## src/rtl/uart_tx_fifo.sv

```systemverilog
// uart_tx_fifo: UART transmitter fed by a small word FIFO through a valid/ready port.
// Frames are start, LSB-first data, optional parity and 1-2 stop bits, sent back-to-back.
module uart_tx_fifo #(
    parameter int unsigned CLK_FREQ   = 50000000,
    parameter int unsigned BAUD       = 115200,
    parameter int unsigned DATA_BITS  = 8,
    parameter int unsigned PARITY     = 0,
    parameter int unsigned STOP_BITS  = 1,
    parameter int unsigned FIFO_DEPTH = 4
) (
    input  logic                                  clk,
    input  logic                                  rst,
    input  logic [DATA_BITS-1:0]                  s_data,
    input  logic                                  s_valid,
    output logic                                  s_ready,
    output logic                                  tx,
    output logic                                  busy,
    output logic                                  tx_done,
    output logic [$clog2(FIFO_DEPTH+1)-1:0]       fifo_count
);

    localparam int unsigned DIV     = CLK_FREQ / BAUD;
    localparam int unsigned CNT_W   = (DIV > 2) ? $clog2(DIV) : 1;
    localparam int unsigned AW      = (FIFO_DEPTH > 2) ? $clog2(FIFO_DEPTH) : 1;
    localparam int unsigned CW      = $clog2(FIFO_DEPTH + 1);
    localparam int unsigned BIT_W   = 4;
    localparam logic        PAR_ODD = (PARITY == 1);

    if (DIV < 2) begin : g_bad_div
        $error("uart_tx_fifo: CLK_FREQ/BAUD must be at least 2");
    end
    if (DATA_BITS < 5 || DATA_BITS > 9) begin : g_bad_data_bits
        $error("uart_tx_fifo: DATA_BITS must be in 5..9");
    end
    if (PARITY > 2) begin : g_bad_parity
        $error("uart_tx_fifo: PARITY must be 0, 1 or 2");
    end
    if (STOP_BITS != 1 && STOP_BITS != 2) begin : g_bad_stop_bits
        $error("uart_tx_fifo: STOP_BITS must be 1 or 2");
    end
    if (FIFO_DEPTH < 2 || (FIFO_DEPTH & (FIFO_DEPTH - 1)) != 0) begin : g_bad_depth
        $error("uart_tx_fifo: FIFO_DEPTH must be a power of two >= 2");
    end

    typedef enum logic [2:0] {IDLE, START, DATA, PAR, STOP} state_e;

    logic [DATA_BITS-1:0] mem_q [FIFO_DEPTH];
    logic [AW-1:0]        wr_ptr_q, rd_ptr_q;
    logic [CW-1:0]        count_q;
    logic                 push, pop;
    logic [DATA_BITS-1:0] head;

    state_e               state_q, state_d;
    logic [CNT_W-1:0]     baud_q, baud_d;
    logic [BIT_W-1:0]     bit_q, bit_d;
    logic [DATA_BITS-1:0] shift_q, shift_d;
    logic                 par_q, par_d;
    logic                 tx_q, tx_d;
    logic                 done_q, done_d;
    logic                 busy_q;
    logic                 baud_end, last_stop;

    assign s_ready    = (count_q != CW'(FIFO_DEPTH));
    assign push       = s_valid && s_ready;
    assign head       = mem_q[rd_ptr_q];
    assign fifo_count = count_q;
    assign tx         = tx_q;
    assign busy       = busy_q;
    assign tx_done    = done_q;

    // FIFO storage; pointer reset is enough to flush it
    always_ff @(posedge clk) begin
        if (push) begin
            mem_q[wr_ptr_q] <= s_data;
        end
    end

    always_ff @(posedge clk) begin
        if (rst) begin
            wr_ptr_q <= '0;
            rd_ptr_q <= '0;
            count_q  <= '0;
        end else begin
            if (push) begin
                wr_ptr_q <= wr_ptr_q + AW'(1);
            end
            if (pop) begin
                rd_ptr_q <= rd_ptr_q + AW'(1);
            end
            case ({push, pop})
                2'b10:   count_q <= count_q + CW'(1);
                2'b01:   count_q <= count_q - CW'(1);
                default: count_q <= count_q;
            endcase
        end
    end

    assign baud_end  = (baud_q == CNT_W'(DIV - 1));
    assign last_stop = (bit_q == BIT_W'(STOP_BITS - 1));

    // Frame sequencer; pop comes from the registered count, so a fresh push waits a cycle
    always_comb begin
        state_d = state_q;
        baud_d  = baud_q;
        bit_d   = bit_q;
        shift_d = shift_q;
        par_d   = par_q;
        tx_d    = tx_q;
        done_d  = 1'b0;
        pop     = 1'b0;
        case (state_q)
            IDLE: begin
                tx_d   = 1'b1;
                baud_d = '0;
                bit_d  = '0;
                pop    = (count_q != '0);
            end
            START: begin
                baud_d = baud_q + CNT_W'(1);
                if (baud_end) begin
                    baud_d  = '0;
                    bit_d   = '0;
                    tx_d    = shift_q[0];
                    shift_d = shift_q >> 1;
                    state_d = DATA;
                end
            end
            DATA: begin
                baud_d = baud_q + CNT_W'(1);
                if (baud_end) begin
                    baud_d = '0;
                    if (bit_q == BIT_W'(DATA_BITS - 1)) begin
                        bit_d = '0;
                        if (PARITY != 0) begin
                            tx_d    = par_q;
                            state_d = PAR;
                        end else begin
                            tx_d    = 1'b1;
                            state_d = STOP;
                        end
                    end else begin
                        bit_d   = bit_q + BIT_W'(1);
                        tx_d    = shift_q[0];
                        shift_d = shift_q >> 1;
                    end
                end
            end
            PAR: begin
                baud_d = baud_q + CNT_W'(1);
                if (baud_end) begin
                    baud_d  = '0;
                    bit_d   = '0;
                    tx_d    = 1'b1;
                    state_d = STOP;
                end
            end
            STOP: begin
                baud_d = baud_q + CNT_W'(1);
                if (last_stop && baud_q == CNT_W'(DIV - 2)) begin
                    done_d = 1'b1;
                end
                if (baud_end) begin
                    baud_d = '0;
                    if (last_stop) begin
                        bit_d   = '0;
                        tx_d    = 1'b1;
                        state_d = IDLE;
                        pop     = (count_q != '0);
                    end else begin
                        bit_d = bit_q + BIT_W'(1);
                    end
                end
            end
            default: state_d = IDLE;
        endcase
        // Loading the next word overrides the idle/stop exit so frames abut
        if (pop) begin
            shift_d = head;
            par_d   = (^head) ^ PAR_ODD;
            tx_d    = 1'b0;
            baud_d  = '0;
            bit_d   = '0;
            state_d = START;
        end
    end

    always_ff @(posedge clk) begin
        if (rst) begin
            state_q <= IDLE;
            baud_q  <= '0;
            bit_q   <= '0;
            shift_q <= '0;
            par_q   <= 1'b0;
            tx_q    <= 1'b1;
            done_q  <= 1'b0;
            busy_q  <= 1'b0;
        end else begin
            state_q <= state_d;
            baud_q  <= baud_d;
            bit_q   <= bit_d;
            shift_q <= shift_d;
            par_q   <= par_d;
            tx_q    <= tx_d;
            done_q  <= done_d;
            busy_q  <= (state_d != IDLE);
        end
    end

endmodule
```

## config.mk

```make
export PLATFORM = sky130hd
export DESIGN_NAME = uart_tx_fifo
export DESIGN_NICKNAME = d
export VERILOG_FILES = /design/src/rtl/uart_tx_fifo.sv
export SDC_FILE = /design/constraint.sdc
export NUM_CORES = 1
export LEC_CHECK = 0
export BUFFER_PORTS_ARGS = -buffer_cell sky130_fd_sc_hd__buf_2
export CELL_PAD_IN_SITES_DETAIL_PLACEMENT = 1
export CELL_PAD_IN_SITES_GLOBAL_PLACEMENT = 1
export CORE_MARGIN = 8
export CORE_UTILIZATION = 40
export CTS_BUF_LIST = sky130_fd_sc_hd__clkbuf_16
export DETAILED_ROUTE_END_ITERATION = 6
export GPL_ROUTABILITY_DRIVEN = 1
export PLACE_DENSITY_LB_ADDON = 0.1
export SLEW_MARGIN = 20
export SYNTH_ARGS = -nofsm -noshare
export SYNTH_HDL_FRONTEND = slang
export SYNTH_SLANG_ARGS = --single-unit
```

## constraint.sdc

```tcl
create_clock -name clk -period 7.1 [get_ports clk]
set_clock_uncertainty 0.2 [all_clocks]
set_input_delay 0.71 -clock clk [delete_from_list [all_inputs] [get_ports clk]]
set_output_delay 0.71 -clock clk [all_outputs]
set_load 0.02 [all_outputs]
```

# Word level (Yosys, flattened, before mapping)
# Memories as Yosys holds them, arrays and structs flattened. A register that Yosys moved wholly into a read port is not among the register bits.
# Cells that the tools add are included.
# op_classes
add_sub_neg	6
n_eq_ne	19
mux	38
n_bitwise	1
reduce_logical	18
# ops
cell	n
$mux 8	4
$mux 3	7
$ne 3x3->1 const B	7
$mux 4	5
$eq 9x9->1 const B	2
$pmux 9 s2	1
$pmux 4 s4	1
$pmux 8 s2	1
$pmux 3 s5	1
$mux 1	12
$add 9x1->9 const B	1
$mux 9	1
$reduce_bool 3->1	3
$reduce_and 4->1	2
$eq 3x2->1 const B	2
$pmux 3 s2	1
$reduce_and 6->1	1
$reduce_bool 6->1	1
$reduce_or 2->1	3
$pmux 1 s5	1
$add 2x1->2 const B	2
$add 4x1->4 const B	1
$eq 4x3->1 const B	1
$logic_not 4->1	1
16 further kinds	20
# word_totals
register_bits	34
ram_bits	32
input_bits	11
out_inout_bits	7
wordCells	93
mem_count	1
# mem_list
memory	depth	width	rd	rd_ports_with_merged_regs	wr	line_no	source
mem_q	4	8	1	1	1	47	logic [DATA_BITS-1:0] mem_q [FIFO_DEPTH];

# Longest topological paths before layout
# Gate-level depths: netlist of the first run.
# logic_depth
word_depth	6
depth_mapped	12
depth_no_buf	11

# Worst setup path after synthesis of the first run
# OpenSTA, ideal clock, no wires.
# synth_timing
path_type	reg2reg
from	register bit_q[0]
to	register count_q[2], in the netlist fifo_count[2]
setup_time_ns	0.070
arrival_time_ns	2.500
required_ns	6.830
path_slack_ns	4.330
stages_incl_launch_ff	13
path_buffers	1
period_less_slack_ns	2.770
path_cell_list	dfxtp_1 -> inv_1 -> ha_1 -> nor3b_4 -> a41oi_4 -> nor2_4 -> buf_6 -> ha_1 -> inv_1 -> fa_1 -> xor2_1 -> or3_1 -> a21oi_1
# synth_between
elab_chain_cells	6
word_cells_on_any_way	8
cone_classes	eq/ne (2); mux (4); reduce/logical (2)
# synth_rtl
item	line_no	source
from (decl)	55	logic [BIT_W-1:0] bit_q, bit_d;
from (signal assigned)	200	bit_q <= bit_d;
$logic_not 4->1 (*)	99	assign last_stop = (bit_q == BIT_W'(STOP_BITS - 1));
$mux 1 (*)	164	if (last_stop) begin
$mux 1 (*)	162	if (baud_end) begin
$pmux 1 s2 (*)	111	case (state_q)
named net pop	50	logic push, pop;
$eq 2x1->1 or $eq 2x2->1 (tied branches)	90	case ({push, pop})
$pmux 3 s2 or $reduce_bool 2->1 (tied branches)	n/a	
to (signal assigned)	91	2'b10: count_q <= count_q + CW'(1);
to (signal assigned)	92	2'b01: count_q <= count_q - CW'(1);
to (signal assigned)	93	default: count_q <= count_q;
to (decl)	49	logic [CW-1:0] count_q;
# The timed path passes the listed nets; every way through them passes the cells marked *.
# A chain may end at the register's enable or synchronous reset.

# Worst setup path after layout of the first run
# layout_timing
from	register bit_q[0]
to	register count_q[2], in the netlist fifo_count[2]
# layout_between
elab_chain_cells	6
word_cells_on_any_way	8
cone_classes	eq/ne (2); mux (4); reduce/logical (2)
# layout_rtl
item	line_no
$logic_not 4->1 (*)	99
$mux 1 (*)	164
$mux 1 (*)	162
$pmux 1 s2 (*)	111
$eq 2x1->1 or $eq 2x2->1 (tied branches)	90
$pmux 3 s2 or $reduce_bool 2->1 (tied branches)	n/a
# Mark *: on every way between the ends. The rest lies on a longest branch, timed or not.

==> flow_summary.json, run 1 <==
{
  "status": "finished clean",
  "clk_path_buf_depth": 2,
  "track_usage_pct": 13.0,
  "worst-path-max-fanout": 13,
  "post_synth_and_or_nand_nor_area_fraction_pct": 14.5,
  "clock-sinks": 68,
  "route.antenna.remaining_nets": 0,
  "postSynthCellCount": 268,
  "fp.dieH_um": 105,
  "worstRegToRegCells": 11,
  "vias_per_cell": 5.50,
  "initial_core_util_pct": 41.1,
  "synth.area.mux_share_pct": 5.71,
  "grt_first_pass_wirelength_mm": 11.4,
  "synth_cell_types": 48,
  "final_critical_path_setup_slack_ns": 4.00,
  "critical_path_required_ns": 7.16,
  "min-delay-start": "shift_q[3]$_SDFFE_PP0P_",
  "dr_total_vias": 2138,
  "adder_cell_share_of_the_synthesized_area_pct": 4.60,
  "count_of_flip_flops_with_a_built_in_enable_after_synthesis": 32,
  "count_of_filler_cells_inserted_in_the_layout": 830,
  "cp.arrival_ns": 3.15,
  "clk_transition_reported_paths_ns": 0.06,
  "timing.critical_path.from_type": "flip-flop",
  "syn_avg_cell_area_um2": 11.8,
  "synthesis.yosys.warnings": 0,
  "worstHoldPathCells": 2,
  "synth-seq-area-share_pct": 53.2,
  "hpwl_mm": 4.67,
  "power.density_cell_area_nw_per_um2": 361,
  "timing.final.max_slew_violations": 0,
  "worst_skew_pair.late_latency_ns": 0.33,
  "worst-setup-path-type": "flip-flop to flip-flop",
  "cp-end-kind": "flip-flop",
  "placed_cells": 373,
  "die_w_um": 105,
  "maxClockFrequency_ghz": 0.323,
  "min_period_ns": 3.10,
  "hold_path_class": "flip-flop to flip-flop",
  "grt_overflow": 0,
  "area.growth.synth_to_final_pct": 13.9,
  "synth_top_family_by_area": "simple AND/OR/NAND/NOR gates",
  "ctsHtreeMaxLevel": 3,
  "regArea_um2": 1680,
  "setup_tns_ns": 0,
  "tritoncts_buffer_count": 9,
  "gp_routability_congestion": 0.840,
  "synthArstFlopShare_pct": 0,
  "placementRows": 32,
  "power_leakage_nw": 1.21,
  "post_synth_instance_area_um2": 3160,
  "regToRegEndpoint": "fifo_count[2]$_SDFFE_PP0P_",
  "report.power.total_mw": 1.30,
  "rr_startpoint": "bit_q[0]$_SDFFE_PP0P_",
  "detail_route.first_pass.iterations": 4,
  "vdd.ir_drop.worst_mv": 0.174,
  "post_cts_hold_buffer_count": 0,
  "parity_gate_share_of_the_synthesized_area_counting_xor_and_xnor_cells_pct": 3.33,
  "dr.first_iter.drc_count": 126,
  "multiInputGateArea_um2": 1340,
  "worst_slew_pin_slew_ns": 0.903,
  "synth_compound_gate_area_share_pct": 14.2,
  "drt-total-wl_mm": 6.62,
  "drc_errors": 0,
  "postCtsSetupRepairBufs": 0,
  "slew_headroom_pct": 39.2,
  "insertedDiodeCount": 0,
  "finish.cell_count_without_fillers": 389,
  "drive_above_1_share_pct": 19.9,
  "drt-wirelength-per-cell_um": 17.0,
  "antenna_found_initial": 0,
  "period_share_pct": 43.6,
  "worstHoldEndpoint": "shift_q[3]$_SDFFE_PP0P_",
  "post-place-ws_ns": 3.99,
  "grt_start_max_net_pins": 24,
  "design.portCount": 18,
  "setup_viol_count_final": 0,
  "clock_tree_from_tritoncts": "yes",
  "worst-r2r-setup-slack_ns": 4.00,
  "grt_setup_unrepaired": "no",
  "root_buffer": "sky130_fd_sc_hd__clkbuf_16",
  "place.port_buffers": 17,
  "fp.dieArea_um2": 11000,
  "first_global_vias": 2242,
  "synth_flop_cell": "sky130_fd_sc_hd__dfxtp_1",
  "mappedNetlistNets": 290,
  "num-nets-final": 304,
  "report.final.hold_viol_count": 0,
  "drv_cap": 0,
  "core_area_um2": 7690,
  "postSynthRegisterBits": 68,
  "cts_resized": 0
}
==> worst max-delay path: stages, from the launching register on <==
cell and delay [ns]:
sky130_fd_sc_hd__dfxtp_1 0.33, sky130_fd_sc_hd__inv_1 0.10, sky130_fd_sc_hd__ha_1 0.18, sky130_fd_sc_hd__nor3b_4 0.33, sky130_fd_sc_hd__a41oi_4 0.26, sky130_fd_sc_hd__nor2_4 0.36, sky130_fd_sc_hd__ha_1 0.25, sky130_fd_sc_hd__inv_1 0.06
sky130_fd_sc_hd__fa_1 0.37, sky130_fd_sc_hd__xor2_1 0.15, sky130_fd_sc_hd__or3_1 0.30, sky130_fd_sc_hd__a21oi_1 0.14
==> worst max path at each step <==
stage / from / to / slack, ns
2_1_floorplan: bit_q[0]$_SDFFE_PP0P_ / fifo_count[2]$_SDFFE_PP0P_ / 4.33
3_3_place_gp: bit_q[0]$_SDFFE_PP0P_ / fifo_count[2]$_SDFFE_PP0P_ / 4.09
3_5_place_dp: bit_q[0]$_SDFFE_PP0P_ / fifo_count[2]$_SDFFE_PP0P_ / 3.99
4_1_cts: bit_q[0]$_SDFFE_PP0P_ / fifo_count[2]$_SDFFE_PP0P_ / 3.98
5_1_grt: state_q[0]$_SDFF_PP0_ / fifo_count[2]$_SDFFE_PP0P_ / 3.74
6_report: bit_q[0]$_SDFFE_PP0P_ / fifo_count[2]$_SDFFE_PP0P_ / 4.00
==> cells in the final DEF, fill, tap and decap left out, types with 2 or more instances in the layout <==
| cell type | instances |
|---|---|
| sky130_fd_sc_hd__a21oi_1 | 15 |
| sky130_fd_sc_hd__and4_2 | 3 |
| sky130_fd_sc_hd__nor3_2 | 2 |
| sky130_fd_sc_hd__a22oi_1 | 7 |
| sky130_fd_sc_hd__ha_1 | 10 |
| sky130_fd_sc_hd__inv_1 | 14 |
| sky130_fd_sc_hd__edfxtp_1 | 32 |
| sky130_fd_sc_hd__o31a_1 | 2 |
| sky130_fd_sc_hd__nor3b_1 | 2 |
| sky130_fd_sc_hd__nor2_1 | 22 |
| sky130_fd_sc_hd__mux4_2 | 8 |
| sky130_fd_sc_hd__nand3_1 | 11 |
| sky130_fd_sc_hd__nand4b_1 | 3 |
| sky130_fd_sc_hd__clkinv_4 | 2 |
| sky130_fd_sc_hd__dfxtp_1 | 36 |
| sky130_fd_sc_hd__a211o_1 | 2 |
| sky130_fd_sc_hd__xor2_1 | 7 |
| sky130_fd_sc_hd__inv_6 | 3 |
| sky130_fd_sc_hd__a31oi_1 | 6 |
| sky130_fd_sc_hd__and3_1 | 6 |
| sky130_fd_sc_hd__xnor2_1 | 5 |
| sky130_fd_sc_hd__nand2_1 | 18 |
| sky130_fd_sc_hd__nand4_1 | 2 |
| sky130_fd_sc_hd__buf_2 | 17 |
| sky130_fd_sc_hd__or3_1 | 2 |
| sky130_fd_sc_hd__clkbuf_16 | 9 |
| sky130_fd_sc_hd__o21ai_0 | 10 |
| sky130_fd_sc_hd__and2_1 | 2 |
| sky130_fd_sc_hd__o221ai_1 | 9 |
==> power breakdown <==
part           internal, mW  switching [mW]  leakage, nW  total, mW
Sequential            0.474          0.0561        0.587      0.530
Combinational         0.136           0.180        0.478      0.316
Clock                 0.276           0.175        0.147      0.451
Total                 0.886           0.411         1.21       1.30
==> area by class of cell <==
type / instances / share of cell area, %
tap: 102 / 3.55
multi-input combinational: 171 / 37.2
inverter: 15 / 1.57
clock buffer: 9 / 6.26
clock inverter: 7 / 2.26
timing repair buffer: 17 / 2.37
sequential: 68 / 46.8
==> cells by family after synthesis <==
kind of cell    after synthesis
flops                        68
buf+inv                      29
fa+ha+maj                    11
compound gates               60
mux                           8
simple gates                 80
xor+xnor                     12
==> state kept, by name, indices dropped and copies added (netlist names), named ones only <==
name        cells
shift_q         8
bit_q           4
rd_ptr_q        2
fifo_count      3
tx_done         1
baud_q          9
wr_ptr_q        2
mem_q          32
tx              1
busy            1
state_q         3
==> layer usage <==
metal  up-vias  wire length [um]  track usage, %  share of wire, %
met4         0               142            6.73               2.1
met1      1048              3030            14.9                46
met2        35              3250            21.9                49
li1       1041                 -               -                 -
met3        14               188            3.19               2.8
met5         -                 0               0                 0
==> metrics by stage <==
step / hold slack [ns] / util, % / cell area [um^2]
floorplan: 0.257 / - / 3160
global placement: 0.281 / 42.8 / 3290
detailed placement: 0.278 / 42.8 / 3290
CTS: 0.286 / 46.8 / 3600
global route: 0.315 / 46.8 / 3600
finish: 0.284 / 46.8 / 3600
==> synth_stat cells (2+ instances only) <==
master / number / area (um^2)
sky130_fd_sc_hd__a211o_1: 2 / 17.5
sky130_fd_sc_hd__ha_1: 10 / 125
sky130_fd_sc_hd__and2_1: 2 / 12.5
sky130_fd_sc_hd__or3_1: 2 / 12.5
sky130_fd_sc_hd__o31a_1: 2 / 17.5
sky130_fd_sc_hd__and4_2: 3 / 30.0
sky130_fd_sc_hd__nand3_1: 11 / 55.1
sky130_fd_sc_hd__inv_1: 14 / 52.6
sky130_fd_sc_hd__dfxtp_1: 36 / 721
sky130_fd_sc_hd__a21oi_1: 15 / 75.1
sky130_fd_sc_hd__buf_4: 4 / 30.0
sky130_fd_sc_hd__nor3b_1: 2 / 15.0
sky130_fd_sc_hd__nand2_1: 18 / 67.6
sky130_fd_sc_hd__mux4_2: 8 / 180
sky130_fd_sc_hd__buf_2: 5 / 25.0
sky130_fd_sc_hd__o221ai_1: 9 / 78.8
sky130_fd_sc_hd__and3_1: 6 / 37.5
sky130_fd_sc_hd__xnor2_1: 5 / 43.8
sky130_fd_sc_hd__nand4b_1: 3 / 26.3
sky130_fd_sc_hd__nor2_1: 22 / 82.6
sky130_fd_sc_hd__buf_1: 3 / 11.3
sky130_fd_sc_hd__nand4_1: 2 / 12.5
sky130_fd_sc_hd__a31oi_1: 6 / 37.5
sky130_fd_sc_hd__a22oi_1: 7 / 52.6
sky130_fd_sc_hd__edfxtp_1: 32 / 961
sky130_fd_sc_hd__xor2_1: 7 / 61.3
sky130_fd_sc_hd__nor3_2: 2 / 20.0
sky130_fd_sc_hd__o21ai_0: 10 / 50.1
Power figures use the tool's default switching activity.
==> run 2, diff against run 1 <==
--- a/config.mk
+++ b/config.mk
@@ -5,6 +5,7 @@
 export SDC_FILE = /design/constraint.sdc
 export NUM_CORES = 1
 export LEC_CHECK = 0
+export ABC_AREA = 1
 export BUFFER_PORTS_ARGS = -buffer_cell sky130_fd_sc_hd__buf_2
 export CELL_PAD_IN_SITES_DETAIL_PLACEMENT = 1
 export CELL_PAD_IN_SITES_GLOBAL_PLACEMENT = 1
==> constraint.sdc (replaced) <==
create_clock -name clk -period 2.67 [get_ports clk]
set_clock_uncertainty 0.2 [all_clocks]
set_input_delay 0.267 -clock clk [delete_from_list [all_inputs] [get_ports clk]]
set_output_delay 0.267 -clock clk [all_outputs]
set_load 0.02 [all_outputs]
==> flow_summary.json, run 2 <==
{
  "layout_commonest_cell": "sky130_fd_sc_hd__nand2_1",
  "clk_path_buf_depth": 2,
  "worst-setup-path-type": "flip-flop to flip-flop",
  "route.antenna.remaining_nets": 0,
  "busiest_layer": "met2",
  "most_flops_register": "mem_q",
  "fp.dieH_um": 106,
  "antenna_found_initial": 0,
  "hpwl_mm": 5.52,
  "grt_overflow": 0,
  "synthArstFlopShare_pct": 0,
  "synth.top_cells.by_area": "sky130_fd_sc_hd__edfxtp_1 (29%), sky130_fd_sc_hd__dfxtp_1 (22%), sky130_fd_sc_hd__nand2_1 (10%), sky130_fd_sc_hd__inv_1 (7.8%), sky130_fd_sc_hd__nor2_1 (6.3%)",
  "report.power.total_mw": 3.90,
  "synth_cell_types": 27,
  "mappedNetlistNets": 426,
  "min_period_ns": 2.48,
  "largest_register_ff_count": 32,
  "postSynthCellCount": 404,
  "status": "finished clean",
  "timing.critical_path.from_type": "flip-flop",
  "critical_path_required_ns": 2.68,
  "synth-seq-area-share_pct": 51.4,
  "vias_per_cell": 4.70,
  "slew_headroom_pct": 65.1,
  "die_w_um": 106,
  "post_synth_instance_area_um2": 3270,
  "drv_cap": 0,
  "maxClockFrequency_ghz": 0.403,
  "grt_start_max_net_pins": 17,
  "largest_registers": "mem_q x32, baud_q x9, shift_q x8",
  "worst-path-max-fanout": 5,
  "tritoncts_buffer_count": 9,
  "synth_area_leader_cell": "sky130_fd_sc_hd__edfxtp_1",
  "synthesis.yosys.warnings": 0,
  "num-nets-final": 468,
  "setup_viol_count_final": 0,
  "vdd.ir_drop.worst_mv": 0.442,
  "layout.cells.most_common_list": "sky130_fd_sc_hd__nand2_1 (89), sky130_fd_sc_hd__inv_1 (68), sky130_fd_sc_hd__nor2_1 (55), sky130_fd_sc_hd__dfxtp_1 (36), sky130_fd_sc_hd__nand3_1 (33)",
  "hold_path_class": "primary input to flip-flop",
  "clock-sinks": 68,
  "layout.cell_area.non_filler_um2": 3940,
  "worst_slew_pin_slew_ns": 0.519,
  "insertedDiodeCount": 0,
  "place.port_buffers": 17,
  "grt_util_met3_pct": 2.72,
  "grt_first_pass_wirelength_mm": 12.8,
  "first_global_vias": 2657,
  "dominant_cell_by_count_in_the_synthesized_netlist": "sky130_fd_sc_hd__nand2_1",
  "power_leakage_nw": 1.76,
  "drive_above_1_share_pct": 15.1,
  "yosys-top-cells-count": "sky130_fd_sc_hd__nand2_1 (89), sky130_fd_sc_hd__inv_1 (68), sky130_fd_sc_hd__nor2_1 (55), sky130_fd_sc_hd__dfxtp_1 (36), sky130_fd_sc_hd__nand3_1 (34)",
  "grt.met1_usage_pct": 19.0,
  "gp_routability_congestion": 0.808,
  "count_of_flip_flops_with_a_built_in_enable_after_synthesis": 32,
  "cp.arrival_ns": 2.49,
  "synth_flop_cell": "sky130_fd_sc_hd__dfxtp_1",
  "placementRows": 33,
  "timing.final.max_slew_violations": 0,
  "drt-total-wl_mm": 7.61,
  "count_of_filler_cells_inserted_in_the_layout": 1019,
  "track_usage_pct": 14.2,
  "drc_errors": 0,
  "core_area_um2": 8090,
  "worst_skew_pair.late_latency_ns": 0.33,
  "area.growth.synth_to_final_pct": 20.5,
  "root_buffer": "sky130_fd_sc_hd__clkbuf_16",
  "dpl-instance-area_um2": 3520,
  "fp.dieArea_um2": 11300,
  "ctsHtreeMaxLevel": 3,
  "clk_transition_reported_paths_ns": 0.06,
  "dr.first_iter.drc_count": 52,
  "period_share_pct": 93.0,
  "clock_tree_from_tritoncts": "yes",
  "dr_total_vias": 2613,
  "power.density_cell_area_nw_per_um2": 990,
  "drt-wirelength-per-cell_um": 13.7,
  "postSynthRegisterBits": 68,
  "report.final.hold_viol_count": 0,
  "yosys.area.top_type_share_pct": 29.4,
  "design.portCount": 18,
  "grtUsageMet2_pct": 21.9,
  "cp-end-kind": "flip-flop",
  "initial_core_util_pct": 40.4,
  "detail_route.first_pass.iterations": 4,
  "syn_avg_cell_area_um2": 8.10
}
[run 2: cell count changes after synthesis, sizes merged, moves of 7 or more]
cell / previous run / this run
nand2: 18 / 95
inv: 15 / 75
nor2: 23 / 58
nand3: 11 / 38
buf: 13 / 2
o221ai: 9 / 0
mux4: 8 / 0
a22oi: 7 / 0
nand4: 3 / 10
[run 2: critical path, stage by stage, from the launching register on]
cell,delay [ns]
sky130_fd_sc_hd__dfxtp_1,0.40
sky130_fd_sc_hd__ha_1,0.17
sky130_fd_sc_hd__nand2_1,0.06
sky130_fd_sc_hd__inv_1,0.06
sky130_fd_sc_hd__nand2_1,0.05
sky130_fd_sc_hd__nor2_2,0.15
sky130_fd_sc_hd__nand3_2,0.12
sky130_fd_sc_hd__nand2_4,0.11
sky130_fd_sc_hd__ha_1,0.14
sky130_fd_sc_hd__inv_1,0.07
sky130_fd_sc_hd__fa_1,0.39
sky130_fd_sc_hd__a21oi_1,0.14
sky130_fd_sc_hd__o21ai_0,0.11
sky130_fd_sc_hd__o21ai_0,0.16
sky130_fd_sc_hd__a21oi_1,0.05
[run 2: cell type report]
| cell class | instances | area [um^2] | share of cell area (%) |
|---|---|---|---|
| clock buffers | 9 | 225 | 5.71 |
| well taps | 105 | 131 | 3.33 |
| clock inverters | 7 | 75.1 | 1.90 |
| flip-flops and latches | 68 | 1680 | 42.6 |
| multi-input cells | 255 | 1290 | 32.8 |
| inverters | 75 | 282 | 7.14 |
| repair buffers | 37 | 255 | 6.47 |
[run 2: repair_timing]
item / in CTS / in global routing
resized for setup: 0 / 2
hold buffers: 8 / 0
buffers inserted: 0 / 4
hold endpoints to repair: 32 / 0
setup endpoints to repair: 0 / 2
[run 2: per-stage QoR]
stage | util [%] | TNS [ns] | setup WS (ns) | instances | hold WS [ns]
global route | 48.7 | -0.00489 | -0.00489 | 556 | 0.0863
finish | 48.7 | 0 | 0.187 | 556 | 0.0657
floorplan | - | 0 | 0.264 | 404 | 0.166
CTS | 48.2 | 0 | 0.0785 | 552 | 0.0611
detailed placement | 43.5 | 0 | 0.104 | 528 | 0.266
global placement | 43.5 | 0 | 0.156 | 528 | 0.255
[run 2: report_power, final]
part           leakage, nW  internal [mW]  switching [mW]
Combinational         1.03          0.467           0.874
Clock                0.138          0.727           0.456
Sequential           0.587           1.27           0.107
Total                 1.76           2.47            1.44
[run 2: worst paths after layout]
path                            slack, ns                    from  cells past startpoint                          to
worst max-delay path                 0.19  baud_q[0]$_SDFFE_PP0P_                     14  fifo_count[2]$_SDFFE_PP0P_
worst min-delay path                 0.07                     rst                      2     shift_q[2]$_SDFFE_PP0P_
worst max register to register       0.19  baud_q[0]$_SDFFE_PP0P_                     14  fifo_count[2]$_SDFFE_PP0P_
worst min register to register       0.28         tx$_SDFFE_PP1P_                      2             tx$_SDFFE_PP1P_
[run 2: logic make-up after synthesis]
kind of cell	synth area share, %
AO/OA/AOI/OAI	5.58
AND/OR/NAND/NOR	27.6
XOR/XNOR	1.61
buffers and inverters	9.37
flip-flops	51.4
adder cells (fa/ha/maj)	4.44
[run 2: routing by layer]
layer / wire length [um] / vias up
met2: 3410 / 21
met3: 154 / 10
met5: 0 / -
met1: 3930 / 1210
li1: - / 1372
met4: 108 / 0
